File: src/rtl/count_seq_pkg.sv
// Shared definitions for the count sequencer controller: state encodings,
// the default counter width and the state-to-output decode.
package count_seq_pkg;

    localparam int WIDTH_DEF = 4;

    typedef enum logic [2:0] {
        ST_IDLE  = 3'b000,
        ST_CLEAR = 3'b001,
        ST_RUN   = 3'b010,
        ST_PAUSE = 3'b011,
        ST_DONE  = 3'b100
    } state_t;

    typedef struct packed {
        logic t;
        logic cnt_clr;
        logic busy;
        logic done;
    } outs_t;

    function automatic outs_t decode(input state_t s);
        outs_t o;
        o.t       = (s == ST_RUN);
        o.cnt_clr = (s == ST_CLEAR);
        o.busy    = (s == ST_CLEAR) || (s == ST_RUN) || (s == ST_PAUSE);
        o.done    = (s == ST_DONE);
        return o;
    endfunction

endpackage

File: src/rtl/count_sequencer_ctrl.sv
// Sequencer for an external T-flip-flop counter: clears it, enables counting
// up to a latched limit, supports pause/stop/auto-reload and flags overruns.
module count_sequencer_ctrl
    import count_seq_pkg::*;
#(
    parameter int WIDTH = WIDTH_DEF
) (
    input  logic             clk,
    input  logic             rst_n,
    input  logic             start,
    input  logic             stop,
    input  logic             pause,
    input  logic             reload_en,
    input  logic [WIDTH-1:0] limit,
    input  logic [WIDTH-1:0] q,
    output logic             t,
    output logic             cnt_clr,
    output logic             busy,
    output logic             done,
    output logic             err,
    output logic [2:0]       state
);

    state_t           st;
    state_t           nxt;
    outs_t            outs_r;
    logic [WIDTH-1:0] lim_r;
    logic             load;
    logic             set_err;

    always_comb begin
        nxt     = st;
        load    = 1'b0;
        set_err = 1'b0;
        if (stop) begin
            nxt = ST_IDLE;
        end else begin
            case (st)
                ST_IDLE: begin
                    if (start) begin
                        nxt  = ST_CLEAR;
                        load = 1'b1;
                    end
                end
                ST_CLEAR: nxt = (lim_r == '0) ? ST_DONE : ST_RUN;
                ST_RUN: begin
                    // t is registered, so stopping at lim_r-1 lets the last
                    // increment land on lim_r without overshooting it.
                    if (q >= lim_r) begin
                        nxt     = ST_DONE;
                        set_err = 1'b1;
                    end else if (q == lim_r - WIDTH'(1)) begin
                        nxt = ST_DONE;
                    end else if (pause) begin
                        nxt = ST_PAUSE;
                    end
                end
                ST_PAUSE: if (!pause) nxt = ST_RUN;
                ST_DONE:  nxt = reload_en ? ST_CLEAR : ST_IDLE;
                default:  nxt = ST_IDLE;
            endcase
        end
    end

    // NOTE: non-blocking assignments keep every register updating from the
    // same pre-edge values; outputs are loaded from decode(nxt) so they always
    // equal the decode of the state register without a combinational path.
    always_ff @(posedge clk or negedge rst_n) begin
        if (!rst_n) begin
            st     <= ST_IDLE;
            outs_r <= '0;
            lim_r  <= '0;
            err    <= 1'b0;
        end else begin
            st     <= nxt;
            outs_r <= decode(nxt);
            if (load) begin
                lim_r <= limit;
                err   <= 1'b0;
            end else if (set_err) begin
                err <= 1'b1;
            end
        end
    end

    assign t       = outs_r.t;
    assign cnt_clr = outs_r.cnt_clr;
    assign busy    = outs_r.busy;
    assign done    = outs_r.done;
    assign state   = st;

endmodule

File: config.mk
export PLATFORM = sky130hd
export DESIGN_NAME = count_sequencer_ctrl
export DESIGN_NICKNAME = d
export VERILOG_FILES = /design/src/rtl/count_seq_pkg.sv /design/src/rtl/count_sequencer_ctrl.sv
export SDC_FILE = /design/constraint.sdc
export NUM_CORES = 1
export LEC_CHECK = 0
export BUFFER_PORTS_ARGS = -buffer_cell sky130_fd_sc_hd__buf_2
export CAP_MARGIN = 20
export CORE_MARGIN = 2
export CORE_UTILIZATION = 30
export DETAILED_ROUTE_END_ITERATION = 7
export PLACE_DENSITY = 0.6
export SLEW_MARGIN = 20
export SYNTH_ARGS = -nofsm -noshare
export SYNTH_HDL_FRONTEND = slang
export SYNTH_SLANG_ARGS = --single-unit
export TNS_END_PERCENT = 100
File: constraint.sdc
create_clock -name clk -period 2.2 [get_ports clk]
set_input_delay 0.66 -clock clk [delete_from_list [all_inputs] [get_ports clk]]
set_output_delay 0.66 -clock clk [all_outputs]
set_load 0.01 [all_outputs]
==> impl_metrics.toml, run 1 <==
[final_layout]
multiInputGateArea_um2 = 354
n_fill_cell = 230
nNetsFinal = 109
area_growth_pct = 25.1
antenna_cells = 0
mostFrequentLayoutCell = "buf_2"
layout_common_cells = "buf_2, dfrtp_1, inv_1"
drive_above_1_share_pct = 37.5
fin_area_um2 = 866
register_area_um2 = 300

[run_status]
status = "completed"

[sta]
worst_pin_slew_ns = 0.490
period_needed_ns = 1.79
finalCritPeriodShare_pct = 81.4
setup_viol = 0
max_freq_ghz = 0.559
relSlewSlack_pct = 66.9
rsz0062_at_grt = "false"
setup_ws_ns = 0.410
tns_ns = 0
fin_skew_ns = 0.00123
hold_viol_final = 0
drv_slew = 0

[logic_synthesis]
ys_ff_latch = 12
yosys_warnings = 0
synth_cell_types = 27
syn_inst = 63
ys_seq_area_share_pct = 43.4
avgSynthCellArea_um2 = 11.0
syn-num-nets = 82
syn_area_um2 = 692

[cts]
cts_tree = "yes"
cts_resized = 0
clkSinkCount = 12
cts_setup_buffers = 0
cts_buffers = 3
cts.path.max_buffers = 2
clkSlewWorstSetupHoldPaths_ns = 0.07
clock_latency_ns = 0.27
root_buffer = "clkbuf_4"
hold_buffers = 0
h-tree-depth = 1

[run]
drv_cap = 0

[critical_path]
required_ns = 2.35
end_kind = "flip-flop"
critical_path_class = "reg -> reg"
cp.arrival_ns = 1.94
reg2reg_depth = 6
regToRegSetupSlack_ns = 0.41
r2r_end = "busy"
start_kind = "flip-flop"
r2r_start = "lim_r[0]"
crit_fanout = 4

[power]
p_leak_uw = 0.000435
vdd_drop_max_mv = 0.570
total_power_uw = 1010
p_per_area_nw_per_um2 = 1170

[floorplan]
start_util_pct = 31.6
die_h_um = 52.0
pin_count = 22
die_x_um = 52.0
coreArea_um2 = 2190
fp-row-count = 17
die_area_um2 = 2710

[placed_design]
pre_cts_ws_ns = 0.163
placed_area_um2 = 843
dp_hpwl_um = 1130
routabilityCongestion = 0.796
port-buffer-count = 21

[route]
vias = 557
ant_nets = 0
detail_route.wl_per_cell_um = 11.4
firstDrtPassIters = 4
drtIter0Drc = 3
vias_per_cell = 4.80
drc = 0
drt_wl_total_um = 1320

[min_path]
hold_path_class = "in -> async"

[global_route]
antenna_found_initial = 0
grt_max_degree = 13
grt_pass1_wl_um = 2280
grtUsageTotal_pct = 11.6
grt.overflow.total = 0
grt_pass1_vias = 543
how the worst max path moves through the flow:
stage                   from  endpoint  slack, ns  cells after the start
global placement        q[0]         t       0.18                      6
CTS                 lim_r[0]      busy       0.39                      6
global route        lim_r[1]         t       0.32                      7
detailed placement      q[0]      busy       0.16                      6
floorplan               q[0]         t       0.29                      5
finish              lim_r[0]      busy       0.41                      6
worst max-delay path, stage by stage (launching register included):
cell and delay (ns):
dfrtp_1 0.40, inv_1 0.06, ha_1 0.30, xnor2_1 0.13
or4_4 0.51, a31oi_4 0.20, o21ai_1 0.07
layer usage:
layer	global-route usage, %	routed length [um]
met5	0	0
met4	1.32	0
met3	5.46	114
met2	20.0	654
met1	13.4	548
registers in the layout, summed over array words and instances, names as in the netlist:
signal,cells
t,1
state,3
done,1
busy,1
lim_r,4
cnt_clr,1
err,1
kinds of logic after synthesis:
kind of cell	count (synthesis)	synth area share (%)
AOI/OAI and AO/OA	12	16.1
xor gates and xnor gates	5	6.33
adders and majority gates	5	9.04
buffers and inverters	10	5.42
DFF	12	43.4
muxes	5	7.96
and+or+nand+nor	14	11.8
report_power, final:
group	internal [uW]	total, uW	switching, uW	leakage, uW
clock network	63.3	129	65.9	0.0000138
logic	256	501	244	0.000267
registers	298	382	83.4	0.000154
final cells by class:
type                    count  area share [%]
clock buffers               3            2.60
inverters                   9            3.90
multi-input cells          41            40.9
flip-flops and latches     12            34.7
well taps                  28            4.05
repair buffers             23            13.9
through the flow:
step                      std cells  util, %  hold WS (ns)
after floorplan                  63        -         0.364
after global placement          113     38.5         0.474
after detailed placement        113     38.5         0.484
after CTS                       116     39.5         0.256
after global routing            116     39.5         0.247
final                           116     39.5         0.254
cells in the mapped netlist:
cell / number / area share [%]
o2111a_1: 2 / 3.3
nand2_2: 1 / 0.90
o21ai_1: 1 / 0.72
o21ai_0: 1 / 0.72
nand3_1: 2 / 1.4
nand2_1: 1 / 0.54
mux2_1: 2 / 3.3
mux2_2: 2 / 3.3
nor2_1: 3 / 1.6
or2_2: 1 / 0.90
clkbuf_1: 1 / 0.54
nor4_1: 1 / 0.90
mux2i_1: 1 / 1.4
nor3_2: 1 / 1.4
or4_4: 1 / 1.6
dfrtp_1: 12 / 43
o2bb2ai_1: 1 / 1.3
a41oi_1: 1 / 1.3
o21a_1: 2 / 2.2
o31ai_1: 1 / 1.1
or2_1: 1 / 0.90
ha_1: 5 / 9.0
xnor2_1: 5 / 6.3
inv_1: 9 / 4.9
a31oi_4: 1 / 3.1
nor3_1: 2 / 1.4
o41ai_1: 2 / 2.5
Power figures use the tool's default switching activity.
==> inputs of run 2 (changes only) <==
--- a/config.mk
+++ b/config.mk
@@ -5,12 +5,13 @@
 export SDC_FILE = /design/constraint.sdc
 export NUM_CORES = 1
 export LEC_CHECK = 0
+export ABC_AREA = 1
 export BUFFER_PORTS_ARGS = -buffer_cell sky130_fd_sc_hd__buf_2
 export CAP_MARGIN = 20
 export CORE_MARGIN = 2
 export CORE_UTILIZATION = 30
 export DETAILED_ROUTE_END_ITERATION = 7
-export PLACE_DENSITY = 0.6
+export PLACE_DENSITY = 0.59
 export SLEW_MARGIN = 20
 export SYNTH_ARGS = -nofsm -noshare
 export SYNTH_HDL_FRONTEND = slang
==> constraint.sdc (replaced) <==
create_clock -name clk -period 1.7 [get_ports clk]
set_input_delay 0.51 -clock clk [delete_from_list [all_inputs] [get_ports clk]]
set_output_delay 0.51 -clock clk [all_outputs]
set_load 0.01 [all_outputs]
==> impl_metrics.toml, run 2 <==
[critical_path]
end_kind = "flip-flop"
critical_path_class = "reg -> reg"
r2r_end = "busy"
endpoint = "busy"
reg2reg_depth = 9
crit_fanout = 3
cp.arrival_ns = 1.73
startpoint = "lim_r[0]"
regToRegSetupSlack_ns = 0.12
required_ns = 1.86
start_kind = "flip-flop"
r2r_start = "lim_r[0]"

[power]
vdd_drop_max_mv = 0.436
p_leak_uw = 0.000561
p_per_area_nw_per_um2 = 1150
total_power_uw = 1090

[final_layout]
final_cell_count_no_fill = 158
largest_reg_flops = 4
n_fill_cell = 241
regMostFlops = "lim_r"
nNetsFinal = 151
layout_common_cells = "nand2_1, buf_2, inv_1"
antenna_cells = 0
multiInputGateArea_um2 = 365
drive_above_1_share_pct = 30.0
mostFrequentLayoutCell = "nand2_1"
register_area_um2 = 300
area_growth_pct = 28.3
fin_area_um2 = 941

[cts]
cts_buffers = 3
cts_tree = "yes"
clkSinkCount = 12
cts.path.max_buffers = 2
clkSlewWorstSetupHoldPaths_ns = 0.07
root_buffer = "clkbuf_4"
h-tree-depth = 1
clock_latency_ns = 0.27

[global_route]
grt_pass1_wl_um = 2680
grt_pass1_vias = 649
antenna_found_initial = 0
grt_max_degree = 13
grtUsageTotal_pct = 13.1
grt.overflow.total = 0

[route]
drt_wl_total_um = 1580
detail_route.wl_per_cell_um = 9.98
drtIter0Drc = 19
vias_per_cell = 4.33
ant_nets = 0
vias = 684
drc = 0
firstDrtPassIters = 4

[logic_synthesis]
synth_edf_count = 0
syn_inst = 100
yosys_warnings = 0
synth_common_cells = "nand2_1, inv_1, dfrtp_1, nand3_1, nor2_1"
synth_cell_types = 19
synthTopCellsByArea = "dfrtp_1, nand2_1, ha_1, inv_1, nand3_1"
synthFlopType = "dfrtp_1"
ys_seq_area_share_pct = 41.0
syn_area_um2 = 733
yosysTopAreaCell = "dfrtp_1"
avgSynthCellArea_um2 = 7.33
synth_top_area_share_pct = 41.0
ys_ff_latch = 12
synthArstFlopShare_pct = 100
yosysMostFrequentCell = "nand2_1"
syn-num-nets = 119

[min_path]
hold_path_class = "in -> async"

[floorplan]
fp-row-count = 17
coreArea_um2 = 2250
die_h_um = 53.4
die_x_um = 53.4
pin_count = 22
die_area_um2 = 2860
start_util_pct = 32.5

[placed_design]
dp_hpwl_um = 1270
dp_cells = 152
placed_area_um2 = 896
port-buffer-count = 21
routabilityCongestion = 0.838

[run]
drv_cap = 0

[sta]
period_needed_ns = 1.58
worst_pin_slew_ns = 0.327
fin_skew_ns = 0.00473
relSlewSlack_pct = 78.2
setup_viol = 0
max_freq_ghz = 0.634
tns_ns = 0
drv_slew = 0
finalCritPeriodShare_pct = 92.8
hold_viol_final = 0
rsz0062_at_grt = "false"

[run_status]
status = "completed"
run 2: kinds of logic after synthesis:
| kind of cell | synth area share (%) |
|---|---|
| AO/OA/AOI/OAI | 9.39 |
| flip-flops | 41.0 |
| adder cells (fa/ha/maj) | 8.53 |
| AND/OR/NAND/NOR | 30.7 |
| XOR/XNOR | 1.19 |
| buffers and inverters | 9.21 |
run 2: worst max-delay path, stage by stage (launching register included):
cell and delay [ns]:
dfrtp_1 0.39, buf_4 0.14, ha_1 0.29, nand2_1 0.05
nor2_1 0.21, nor2_4 0.07, nand3_1 0.08, nand2_1 0.06
nand2_1 0.10, nand2_1 0.06
run 2: worst min path at each step:
| stage | startpoint | end | slack [ns] | cells after the start |
|---|---|---|---|---|
| global route | rst_n | lim_r[3] | 0.12 | 1 |
| global placement | rst_n | done | 0.40 | 1 |
| CTS | rst_n | lim_r[3] | 0.11 | 1 |
| finish | rst_n | err | 0.11 | 1 |
| floorplan | rst_n | busy | 0.21 | 0 |
| detailed placement | rst_n | done | 0.41 | 1 |
run 2: metrics by stage:
stage	util [%]	hold WS, ns	worst slack [ns]
floorplan	-	0.214	0.187
global placement	39.7	0.403	-0.0589
detailed placement	39.7	0.406	-0.0617
CTS	40.7	0.105	0.104
global route	41.7	0.122	0.0169
finish	41.7	0.108	0.122
run 2: layout make-up:
class | count | share of cell area, %
flip-flops and latches | 12 | 31.9
multi-input cells | 70 | 38.8
inverters | 18 | 7.18
clock buffers | 3 | 2.39
well taps | 28 | 3.72
repair buffers | 27 | 16.0
run 2: report_power, final:
part	total, uW	switching [uW]	internal [uW]
combinational	534	310	225
clock	169	87.3	81.8
sequential	382	34.6	347
total	1090	432	653
run 2: layer usage:
metal,GRT usage [%],vias up,wire length [um]
li1,-,375,-
met1,17.0,293,753
met2,21.0,14,742
met3,1.69,2,63
met4,6.41,0,18
met5,0,-,0
run 2: timing repair:
item	in CTS	in global routing
endpoints found under the setup margin	0	4
setup buffers	0	3
hold buffers	0	0
gates resized for setup	0	1
